--- src/rtl/seg_pkg.sv ---
// Shared types and constants for the 7-segment display path.
// Segment bit order is g..a from bit 6 down to bit 0, and segments are active-low.
package seg_pkg;

  localparam int unsigned SEG_W = 7;

  typedef logic [SEG_W-1:0] seg_t;

  localparam seg_t SEG_BLANK = 7'b1111111;

endpackage

--- src/rtl/swi_sync_debounce.sv ---
// Synchronizes an asynchronous board switch and optionally debounces it.
// The filtered level changes only after the synced input differs for DEBOUNCE_CYCLES cycles.
module swi_sync_debounce #(
  parameter int unsigned SYNC_STAGES     = 2,
  parameter int unsigned DEBOUNCE_CYCLES = 0
) (
  input  logic clk,
  input  logic rst,
  input  logic in,
  output logic out
);

  logic [SYNC_STAGES-1:0] sync_q;
  logic                   swi_sync;

  always_ff @(posedge clk) begin
    if (rst) begin
      sync_q <= '0;
    end else begin
      sync_q <= {sync_q[SYNC_STAGES-2:0], in};
    end
  end

  assign swi_sync = sync_q[SYNC_STAGES-1];

  if (DEBOUNCE_CYCLES == 0) begin : g_bypass
    // No filter stage, so the select path is exactly SYNC_STAGES + 1 edges long.
    assign out = swi_sync;
  end else begin : g_filter
    localparam int unsigned CntW = ($clog2(DEBOUNCE_CYCLES + 1) > 1) ?
                                   $clog2(DEBOUNCE_CYCLES + 1) : 1;
    localparam logic [CntW-1:0] CntLast = CntW'(DEBOUNCE_CYCLES - 1);
    localparam logic [CntW-1:0] CntMax  = {CntW{1'b1}};

    logic            sel_d, sel_q;
    logic [CntW-1:0] cnt_d, cnt_q;

    always_comb begin
      sel_d = sel_q;
      cnt_d = '0;
      if (swi_sync != sel_q) begin
        if (cnt_q == CntLast) begin
          sel_d = swi_sync;
        end else if (cnt_q != CntMax) begin
          cnt_d = cnt_q + 1'b1;
        end else begin
          cnt_d = cnt_q;
        end
      end
    end

    always_ff @(posedge clk) begin
      if (rst) begin
        sel_q <= 1'b0;
        cnt_q <= '0;
      end else begin
        sel_q <= sel_d;
        cnt_q <= cnt_d;
      end
    end

    assign out = sel_q;
  end

endmodule

--- src/rtl/seg_error_mux.sv ---
// Registered 2:1 selector driving the segment pins with either the decoded digit
// or the error pattern, chosen by a synchronized and optionally debounced switch.
module seg_error_mux
  import seg_pkg::*;
#(
  parameter int unsigned SYNC_STAGES     = 2,
  parameter int unsigned DEBOUNCE_CYCLES = 0,
  parameter seg_t        RESET_PATTERN   = SEG_BLANK
) (
  input  logic clk,
  input  logic rst,
  input  seg_t siete_seg,
  input  seg_t error,
  input  logic swi,
  output seg_t salida_mux
);

  logic sel_f;
  seg_t salida_d, salida_q;

  swi_sync_debounce #(
    .SYNC_STAGES    (SYNC_STAGES),
    .DEBOUNCE_CYCLES(DEBOUNCE_CYCLES)
  ) u_swi_sync_debounce (
    .clk(clk),
    .rst(rst),
    .in (swi),
    .out(sel_f)
  );

  always_comb begin
    salida_d = sel_f ? error : siete_seg;
  end

  always_ff @(posedge clk) begin
    if (rst) begin
      salida_q <= RESET_PATTERN;
    end else begin
      salida_q <= salida_d;
    end
  end

  assign salida_mux = salida_q;

endmodule

--- config.mk ---
export PLATFORM = sky130hd
export DESIGN_NAME = seg_error_mux
export DESIGN_NICKNAME = d
export VERILOG_FILES = /design/src/rtl/seg_pkg.sv /design/src/rtl/swi_sync_debounce.sv /design/src/rtl/seg_error_mux.sv
export SDC_FILE = /design/constraint.sdc
export NUM_CORES = 1
export LEC_CHECK = 0
export BUFFER_PORTS_ARGS = -buffer_cell sky130_fd_sc_hd__buf_2
export CAP_MARGIN = 20
export CORE_AREA = 3 3 40 42
export CTS_CLUSTER_DIAMETER = 150
export DETAILED_ROUTE_END_ITERATION = 12
export DIE_AREA = 0 0 43 45
export PLACE_DENSITY = 0.65
export SETUP_SLACK_MARGIN = 0.3
export SLEW_MARGIN = 20
export SYNTH_ARGS = -nofsm -noshare
export SYNTH_HDL_FRONTEND = slang
export SYNTH_HIERARCHICAL = 1
export SYNTH_SLANG_ARGS = --single-unit
--- constraint.sdc ---
create_clock -name clk -period 2.01 [get_ports clk]
set_input_delay 0.3015 -clock clk [delete_from_list [all_inputs] [get_ports clk]]
set_output_delay 0.3015 -clock clk [all_outputs]
set_load 0.01 [all_outputs]
* Yosys cells after proc, flatten, opt, wreduce, memory -nomap -nowiden *
Cells that the tools add are included.

cells by class
  mux-type cells = 1

operators with widths
  cell    count
  $mux 7  1

word-level totals
  bits of input ports = 17
  output and inout bits = 7
  register bits = 9

* Logic depth before layout (Yosys ltp) *
  word-level depth = 1
  depth in mapped cells = 3
  mapped depth without buffers = 2

* By module *
The synthesis kept the hierarchy.

by module, submodules not included
  module             cells an instance  times used  area an instance (µm²)
  seg_error_mux      22                 1           269.0
  swi_sync_debounce  4                  1           52.6

* Worst setup path before layout *
Ideal clock, no wire load.

  path type = register to register
  start point = register u_swi_sync_debounce.sync_q[1]
  end point = register salida_q[5] (netlist: salida_mux[5])
  library setup time = 0.120 ns
  setup slack = 1.118 ns
  stages on the path, launching flop included = 3
  data required time = 1.890 ns
  clock period less this slack = 0.892 ns
  arrival = 0.772 ns
  path through = dfxtp_1 > buf_6 > a211o_2

on the way
  word-level cells in the longest chain between the ends = 1

RTL lines
  element                   line                     RTL
  start: declaration        swi_sync_debounce.sv:13  logic [SYNC_STAGES-1:0] sync_q;
  start signal: assignment  swi_sync_debounce.sv:20  sync_q <= {sync_q[SYNC_STAGES-2:0], in};
  $mux 7                    seg_error_mux.sv:32      salida_d = sel_f ? error : siete_seg;
  end signal: assignment    seg_error_mux.sv:39      salida_q <= salida_d;
  end: declaration          seg_error_mux.sv:19      seg_t salida_d, salida_q;

Every way passes these cells.
A chain may end at the register's enable or synchronous reset.

* Worst setup path after layout *
  start point = register u_swi_sync_debounce.sync_q[1]
  end point = register salida_q[4] (netlist: salida_mux[4])

The elaborated chain is that of the path after synthesis.

==> out/metrics.csv <==
stage;metric;value;unit
global_routing;Total GRT Usage;8.21;%
final_layout;commonest cells after routing, fill and taps aside;23 x buf_2, 9 x dfxtp_1, 6 x nor2b_1;
sta;final worst clock skew;1.27;ps
global_routing;global-route wire length before repair;1110;um
worst_setup_path;critical path class;flip-flop to flip-flop;
sta;Slew Viols, Final;0;
worst_setup_path;CP Buf/Inv Count;0;
synth;leading area contributor after synthesis;dfxtp_1;
worst_setup_path;slowest CP cell;dfxtp_1;
synth;largest family of logic cells by synthesized area;compound AO/OA/AOI/OAI gates;
sta;setup_tns;0;ps
global_routing;vias in the first global route;296;
drt;DRT antenna net count;0;
pwr;Leakage;0.228;nW
synth;area fraction in compound gates after synthesis;20.6;%
worst_setup_path;Worst Setup End Kind;flip-flop;
outcome;outcome;completed;
sta;Final min period;1120;ps
sta;RSZ-0062 raised after global routing;false;
worst_setup_path;cell breakdown of the critical path;nor2b_1 > a211o_2;
clock_network;Max H-tree Level;1;
sta;period utilization;55.8;%
synth;#FFs+latches synth;9;
worst_setup_path;Arr. time, crit path;1270;ps
pwr;Power Density;802;nW/um^2
clock_network;clk root buf;clkbuf_4;
final_layout;commonest non-fill, non-tap cell in the layout;buf_2;
clock_network;clock-pin slew on the worst setup and hold paths;60;ps
synth;top cells by area, synth;dfxtp_1 56%, a211o_2 12%, nor2b_1 12%;
sta;Hold Vio Cnt, Final;0;
worst_setup_path;critical path's top delay family;flip-flops;
final_layout;post-route cell area;470;sq um
final_layout;multi-input logic area;130;sq um
worst_setup_path;Worst setup SP type;flip-flop;
worst_setup_path;maximum fanout along the worst path;14;
floorplanning;Horiz. Die Dim;43;um
floorplanning;Initial Util;25.0;%
final_layout;share of cells above drive strength 1;63.5;%
sta;fmax;0.892;GHz
placed_design;post-placement setup slack;888;ps
floorplanning;Core ar.;1280;sq um
global_routing;gr ovfl total;0;
flow_run;maxcap violations;0;
sta;Rel. slew slack;68.2;%
synth;XOR/XNOR share of the synthesized area;0;%
sta;Final WS setup;889;ps
floorplanning;# IOs;24;
global_routing;pin count of the biggest net entering global routing;15;
synth;synthesized cell area;322;sq um
floorplanning;die area;1940;sq um
pwr;total power;377;uW
drt;via density per instance;4.16;
final_layout;Post-layout nets;70;
placed_design;input/output buffers;23;
clock_network;Worst-Skew Late Latency;250;ps
synth;simple logic cell fraction of the synthesized area;19.8;%
clock_network;Post-CTS Setup Inserts;0;
placed_design;Final GP Congestion;0.618;
synth;Mapped Avg Cell Area;12.4;sq um
synth;yosys warns;6;
synth;Adder-Cell Fraction of Synth Area;0;%
drt;DR pass1 iterations;3;
worst_hold_path;HP Class;input pin to flip-flop;
floorplanning;chip height;45;um
drt;# DRC;0;
clock_network;Post-CTS Hold Fix Bufs;0;
final_layout;n_diodes;0;
final_layout;Storage cell area;180;sq um
worst_setup_path;Slowest Stage Delay on Critical Path;610;ps
sta;final setup vio count;0;
clock_network;CTS buffer count;3;
synth;multiplexer area fraction after synthesis;0;%
synth;cell count after synthesis;26;
drt;Vias;279;
drt;final wirelength;707;um
clock_network;Clock Sinks;9;
clock_network;post_cts resized;0;
floorplanning;Rows;13;
pwr;peak supply drop;274;uV
synth;Post-Syn Nets;43;
synth;top cell type's share of synthesized area;56.0;%
final_layout;fillers;139;
drt;WL/cell;10.6;um
drt;Iteration-0 DRC Markers;2;
clock_network;TritonCTS clock tree;yes;
placed_design;placed cell area;444;sq um
worst_setup_path;WP data required;2160;ps
final_layout;P&R area growth vs syn;46.3;%
placed_design;post-DP HPWL;580;um
synth;Netlist cell types;6;
clock_network;CTS Buffer Depth;2;
sta;Worst Tran Pin Value;476;ps
synth;sequential-to-total area share from yosys stat;56.0;%
global_routing;initial antenna violation count;0;
[stage by stage]
stage | utilization (%) | hold slack, ps | cells
6_report | 36.6 | 252 | 67
3_3_place_gp | 34.6 | 421 | 63
3_5_place_dp | 34.6 | 428 | 63
4_1_cts | 36.6 | 244 | 67
5_1_grt | 36.6 | 244 | 67
2_1_floorplan | - | 373 | 26
[cell type report]
type	instances	share of cell area, %
well taps	15	3.99
flip-flops and latches	9	38.3
multi-input cells	16	27.7
repair buffers	23	24.5
clock buffers	4	5.59
[synthesized netlist by cell type]
cell type  n
nor2b_2    3
buf_6      1
a211o_1    3
nor2b_1    6
a211o_2    4
dfxtp_1    9
[registers in the layout, indices dropped and copies added (netlist names)]
signal,count
salida_mux,7
u_swi_sync_debounce/sync_q,2
[where the power goes]
part	switching [mW]	internal [mW]	total (mW)
logic	0.0186	0.0292	0.0478
clock network	0.0586	0.0762	0.135
registers	0.00515	0.190	0.195
[kinds of logic after synthesis]
group,Yosys count
flops,9
compound gates,7
buf+inv,1
simple gates,9
[routing by layer]
layer	vias up	GRT usage, %	wire [um]
li1	143	-	-
met3	0	5.18	36
met4	0	3.61	0
met5	-	0	0
met1	131	7.11	266
met2	5	15.0	404
[worst paths after layout]
check	end	slack, ps	depth (start not counted)	start
worst max-delay path	salida_mux[4]	890	2	u_swi_sync_debounce/sync_q[1]
worst max register to register	salida_mux[4]	890	2	u_swi_sync_debounce/sync_q[1]
worst min register to register	u_swi_sync_debounce/sync_q[1]	450	1	u_swi_sync_debounce/sync_q[0]
worst min-delay path	salida_mux[2]	250	2	error[2]
[worst register-to-register path, delay by kind of cell, from the launching register on]
| family | cells | cell delay, ps |
|---|---|---|
| AO/OA/AOI/OAI | 1 | 310 |
| flip-flops | 1 | 610 |
| AND/OR/NAND/NOR | 1 | 90 |
Power figures use the tool's default switching activity.
